[src/rtl/blink_code.sv]
// blink_code: shows a status value on an LED as a repeating blink code.
// A status value N is shown as N short flashes, followed by a dark gap, and
// then the sequence repeats. Value 0 is shown as one long flash. All timing is
// counted in slots, and one slot is one clk cycle on which tick is high.
//
// Ports:
//   clk    - system clock
//   reset  - asynchronous reset, active low
//   tick   - slot strobe from the divider terminal count, one clk wide
//   enable - start or continue blinking
//   code   - status value to display, CW bits
//   led    - LED drive, registered, 1 = on
//   busy   - registered, high while a sequence is in progress
//   done   - registered, one-clk pulse at the end of each sequence's gap
module blink_code #(
  parameter int unsigned CW         = 4,
  parameter int unsigned SW         = 8,
  parameter int unsigned ON_SLOTS   = 1,
  parameter int unsigned OFF_SLOTS  = 1,
  parameter int unsigned GAP_SLOTS  = 4,
  parameter int unsigned LONG_SLOTS = 6
) (
  input  logic          clk,
  input  logic          reset,
  input  logic          tick,
  input  logic          enable,
  input  logic [CW-1:0] code,
  output logic          led,
  output logic          busy,
  output logic          done
);

  // Slot counters hold "slots remaining minus one", so each reload value is N-1.
  localparam logic [SW-1:0] ON_M1   = SW'(ON_SLOTS - 1);
  localparam logic [SW-1:0] OFF_M1  = SW'(OFF_SLOTS - 1);
  localparam logic [SW-1:0] GAP_M1  = SW'(GAP_SLOTS - 1);
  localparam logic [SW-1:0] LONG_M1 = SW'(LONG_SLOTS - 1);

  typedef enum logic [1:0] {IDLE, ON, OFF, GAP} state_e;

  state_e        state_q, state_d;
  logic [SW-1:0] slot_q, slot_d;
  logic [CW-1:0] blink_q, blink_d;
  logic          led_q, led_d;
  logic          busy_q, busy_d;
  logic          done_q, done_d;
  logic          start_c;

  // Next-state logic; nothing but done moves unless tick is high.
  always_comb begin
    state_d = state_q;
    slot_d  = slot_q;
    blink_d = blink_q;
    led_d   = led_q;
    done_d  = 1'b0;
    start_c = 1'b0;

    if (tick) begin
      case (state_q)
        IDLE: begin
          if (enable) start_c = 1'b1;
          else        led_d   = 1'b0;
        end
        ON: begin
          if (slot_q != '0) begin
            slot_d = slot_q - SW'(1);
          end else begin
            state_d = OFF;
            led_d   = 1'b0;
            slot_d  = OFF_M1;
          end
        end
        OFF: begin
          if (slot_q != '0) begin
            slot_d = slot_q - SW'(1);
          end else if (blink_q > CW'(1)) begin
            blink_d = blink_q - CW'(1);
            state_d = ON;
            led_d   = 1'b1;
            slot_d  = ON_M1;
          end else begin
            state_d = GAP;
            slot_d  = GAP_M1;
          end
        end
        GAP: begin
          if (slot_q != '0) begin
            slot_d = slot_q - SW'(1);
          end else begin
            done_d = 1'b1;
            // Re-entering ON directly keeps a repeating code free of an idle slot.
            if (enable) begin
              start_c = 1'b1;
            end else begin
              state_d = IDLE;
              led_d   = 1'b0;
            end
          end
        end
        default: state_d = IDLE;
      endcase
    end

    // Latch point: code is sampled only here, so mid-sequence changes wait.
    if (start_c) begin
      state_d = ON;
      led_d   = 1'b1;
      if (code != '0) begin
        blink_d = code;
        slot_d  = ON_M1;
      end else begin
        blink_d = CW'(1);
        slot_d  = LONG_M1;
      end
    end

    busy_d = (state_d != IDLE);
  end

  // State and output registers.
  always_ff @(posedge clk or negedge reset) begin
    if (!reset) begin
      state_q <= IDLE;
      slot_q  <= '0;
      blink_q <= '0;
      led_q   <= 1'b0;
      busy_q  <= 1'b0;
      done_q  <= 1'b0;
    end else begin
      state_q <= state_d;
      slot_q  <= slot_d;
      blink_q <= blink_d;
      led_q   <= led_d;
      busy_q  <= busy_d;
      done_q  <= done_d;
    end
  end

  assign led  = led_q;
  assign busy = busy_q;
  assign done = done_q;

endmodule

[config.mk]
export PLATFORM = sky130hd
export DESIGN_NAME = blink_code
export DESIGN_NICKNAME = d
export VERILOG_FILES = /design/src/rtl/blink_code.sv
export SDC_FILE = /design/constraint.sdc
export NUM_CORES = 1
export LEC_CHECK = 0
export CAP_MARGIN = 10
export CELL_PAD_IN_SITES_DETAIL_PLACEMENT = 1
export CELL_PAD_IN_SITES_GLOBAL_PLACEMENT = 2
export CORE_ASPECT_RATIO = 1.5
export CORE_MARGIN = 5
export CORE_UTILIZATION = 38
export CTS_CLUSTER_SIZE = 16
export DETAILED_ROUTE_END_ITERATION = 7
export PLACE_DENSITY_LB_ADDON = 0.1
export SETUP_SLACK_MARGIN = 0.5
export SYNTH_ARGS = -nofsm -noshare
export SYNTH_HDL_FRONTEND = slang
export SYNTH_SLANG_ARGS = --single-unit
[constraint.sdc]
create_clock -name clk -period 4.1 [get_ports clk]
set_input_delay 0.41 -clock clk [delete_from_list [all_inputs] [get_ports clk]]
set_output_delay 0.41 -clock clk [all_outputs]
set_load 0.005 [all_outputs]
==> results.ini <==
[outcome]
status = complete, no violations

[worst_setup_path]
cp.arrival_ns = 2.32
critPathKind = reg -> reg
critPathCaptureType = flop
path_max_fanout = 11
r2r_cells = 6
critical_path_required_ns = 4.19
start_kind = flop

[logic_synthesis]
ys_seq_area_frac = 0.352
syn_inst = 126
synth_edf_count = 0
yosys.area.top_type_share = 0.352
ys.warnings.count = 0
synth_fp_nets = 143
syn_avg_cell_area_um2 = 9.60
synth_area_leaders = dfrtp_1 35%, ha_1 9.3%, nor4b_4 3.9%, a21oi_1 3.7%, xor2_1 2.9%
netlist_top_cells_count = 17 x dfrtp_1, 9 x a21oi_1, 9 x ha_1, 9 x nor2_1, 8 x inv_1
ys.flop_type = dfrtp_1
yosysUniqueCellTypes = 42
synth-seq-cells = 17
yosys.area.top_type = dfrtp_1
netlist_area_mm2 = 0.00121
yosysMostFrequentCell = dfrtp_1
ys_async_sr_fraction = 1.00

[layout]
nNetsFinal = 153
final_layout_size_suffix_gt1_frac = 0.119
fin_util = 0.437
fill_cells = 365
area.growth.synth_to_final_pct = 13.0
antenna_cells = 0

[global_route]
antenna_found_initial = 0
grt_use_total = 0.149
grt_pass1_vias = 1079
grt_max_degree = 18
overflow = 0
grt_pass1_wl_um = 5180

[timing]
max_freq_mhz = 448
postLayoutSetupSlackWorst_ns = 1.87
relSlewSlack = 0.415
finalHoldViolations = 0
final.period_utilization = 0.544
setup_viol = 0
rsz0062_at_grt = no
fin_skew_ns = 0.00364
worstMarginPinSlew_ns = 0.875
tns_ns = 0
post-route-min-period_ns = 2.23
finalMaxSlewViolations = 0
hold_slack_ns = 0.534

[drt]
vias = 994
wl_per_cell_um = 17.4
dr.pass1.iters = 4
ant_nets = 0
totalWireLength_um = 3040
drt_first_iter_violations = 21
route.detailed.drc = 0
via_per_inst = 5.68

[floorplanning]
ios = 11
dieWidth_um = 56.1
die_area_mm2 = 0.00444
initial_core_util = 0.387
coreArea_mm2 = 0.00313
rows = 25
die_h_um = 79.1

[power_and_ir_drop]
power_density_mw_per_mm2 = 681
p_seq_frac = 0.354
comb_power_share = 0.510
peakVddDrop_uv = 308
p_leak_nw = 0.558
switching_power_mw = 0.416
clkPwrFrac = 0.135
power_mw = 0.931
internal_power_mw = 0.515
switching_share = 0.447

[clock_tree]
cts-hold-fix-buffers = 0
cts-root-buf = clkbuf_8
clk_pin_slew_ns = 0.07
cts_max_path_buffers = 2
htreeDepth = 1
postCtsSetupRepairBufs = 0
cts_buffers = 3
cts_tree = built
post_cts_resized = 0
clock_latency_ns = 0.25
clkSinkCount = 17

[placed_design]
io_buffers = 10
place_congestion = 0.713
pre_cts_ws_ns = 1.84
dp_hpwl_um = 2330

[min_path]
hp-class = reg -> reg
min_path_cells = 2

[flow_run]
maxCapViolCount = 0

[area by class of cell]
type,count,area [µm²],share of cell area
multi-input combinational,96,717,0.524
clock buffer,4,45.0,0.0329
inverter,8,30.0,0.0220
timing repair buffer,10,100,0.0732
tap,40,50.0,0.0366
sequential,17,425,0.311
[worst paths after layout]
kind                                            from                      to  slack, ns
worst max register to register  state_q[0]$_DFF_PN0_   slot_q[7]$_DFFE_PN0P_       1.87
max in group asynchronous                      reset  blink_q[3]$_DFFE_PN0P_       2.90
worst min-delay path                 led$_DFFE_PN0P_         led$_DFFE_PN0P_       0.53
worst max-delay path            state_q[0]$_DFF_PN0_   slot_q[7]$_DFFE_PN0P_       1.87
worst min register to register       led$_DFFE_PN0P_         led$_DFFE_PN0P_       0.53
min in group asynchronous                      reset         led$_DFFE_PN0P_       0.66
[metrics by stage]
| step | cell area [µm²] | instances |
|---|---|---|
| 6_report | 1370 | 175 |
| 5_1_grt | 1370 | 175 |
| 4_1_cts | 1370 | 175 |
| 3_5_place_dp | 1320 | 171 |
| 3_3_place_gp | 1320 | 171 |
| 2_1_floorplan | 1210 | 126 |
[registers in the layout, summed over array words and instances (netlist names)]
signal / flops
slot_q: 8
blink_q: 4
state_q: 2
busy: 1
done: 1
led: 1
[kinds of logic after synthesis]
group                    Yosys count  synth area share
adder cells (fa/ha/maj)            9            0.0931
buffers and inverters             13            0.0558
flip-flops                        17             0.352
AO/OA/AOI/OAI                     36             0.204
XOR/XNOR                           5            0.0362
AND/OR/NAND/NOR                   44             0.239
multiplexers                       2            0.0207
[power groups by stage]
| stage | logic [mW] | registers, mW | clock network, mW |
|---|---|---|---|
| after detailed placement | 0.481 | 0.332 | 0 |
| final | 0.475 | 0.330 | 0.126 |
| after floorplan | 0.377 | 0.309 | 0 |
| after global placement | 0.466 | 0.329 | 0 |
| after CTS | 0.483 | 0.330 | 0.132 |
| after global routing | 0.537 | 0.340 | 0.142 |
[metal layers]
layer | global-route usage | vias up | routed length [µm] | share of wire
li1 | - | 475 | - | -
met1 | 0.155 | 512 | 1210 | 0.40
met2 | 0.306 | 5 | 1770 | 0.58
met3 | 0.0211 | 2 | 40 | 0.013
met4 | 0.0285 | 0 | 15 | 0.0049
met5 | 0 | - | 0 | 0
[layout by cell type (no fill, tap or decap), types with 2 or more instances in the layout]
cell type        instances
a211oi_1                 3
a21oi_1                  9
a31oi_1                  5
clkbuf_8                 3
clkdlybuf4s50_1         10
dfrtp_1                 17
ha_1                     9
inv_1                    8
nand2_1                  6
nand3_1                  2
nand4_1                  2
nor2_1                   9
nor2b_1                  4
nor3_1                   5
nor3_2                   2
nor4b_4                  2
o21a_1                   3
o21ai_0                  2
o21ai_1                  5
or2_2                    2
or4_1                    2
xor2_1                   4
[critical path, stage by stage, from the launching register on]
cell      delay [ns]
dfrtp_1         0.43
ha_1            0.36
o31ai_2         0.76
nor4_2          0.13
nand3_1         0.13
xor2_1          0.18
a211oi_1        0.07
(Power assumes the default switching activity.)
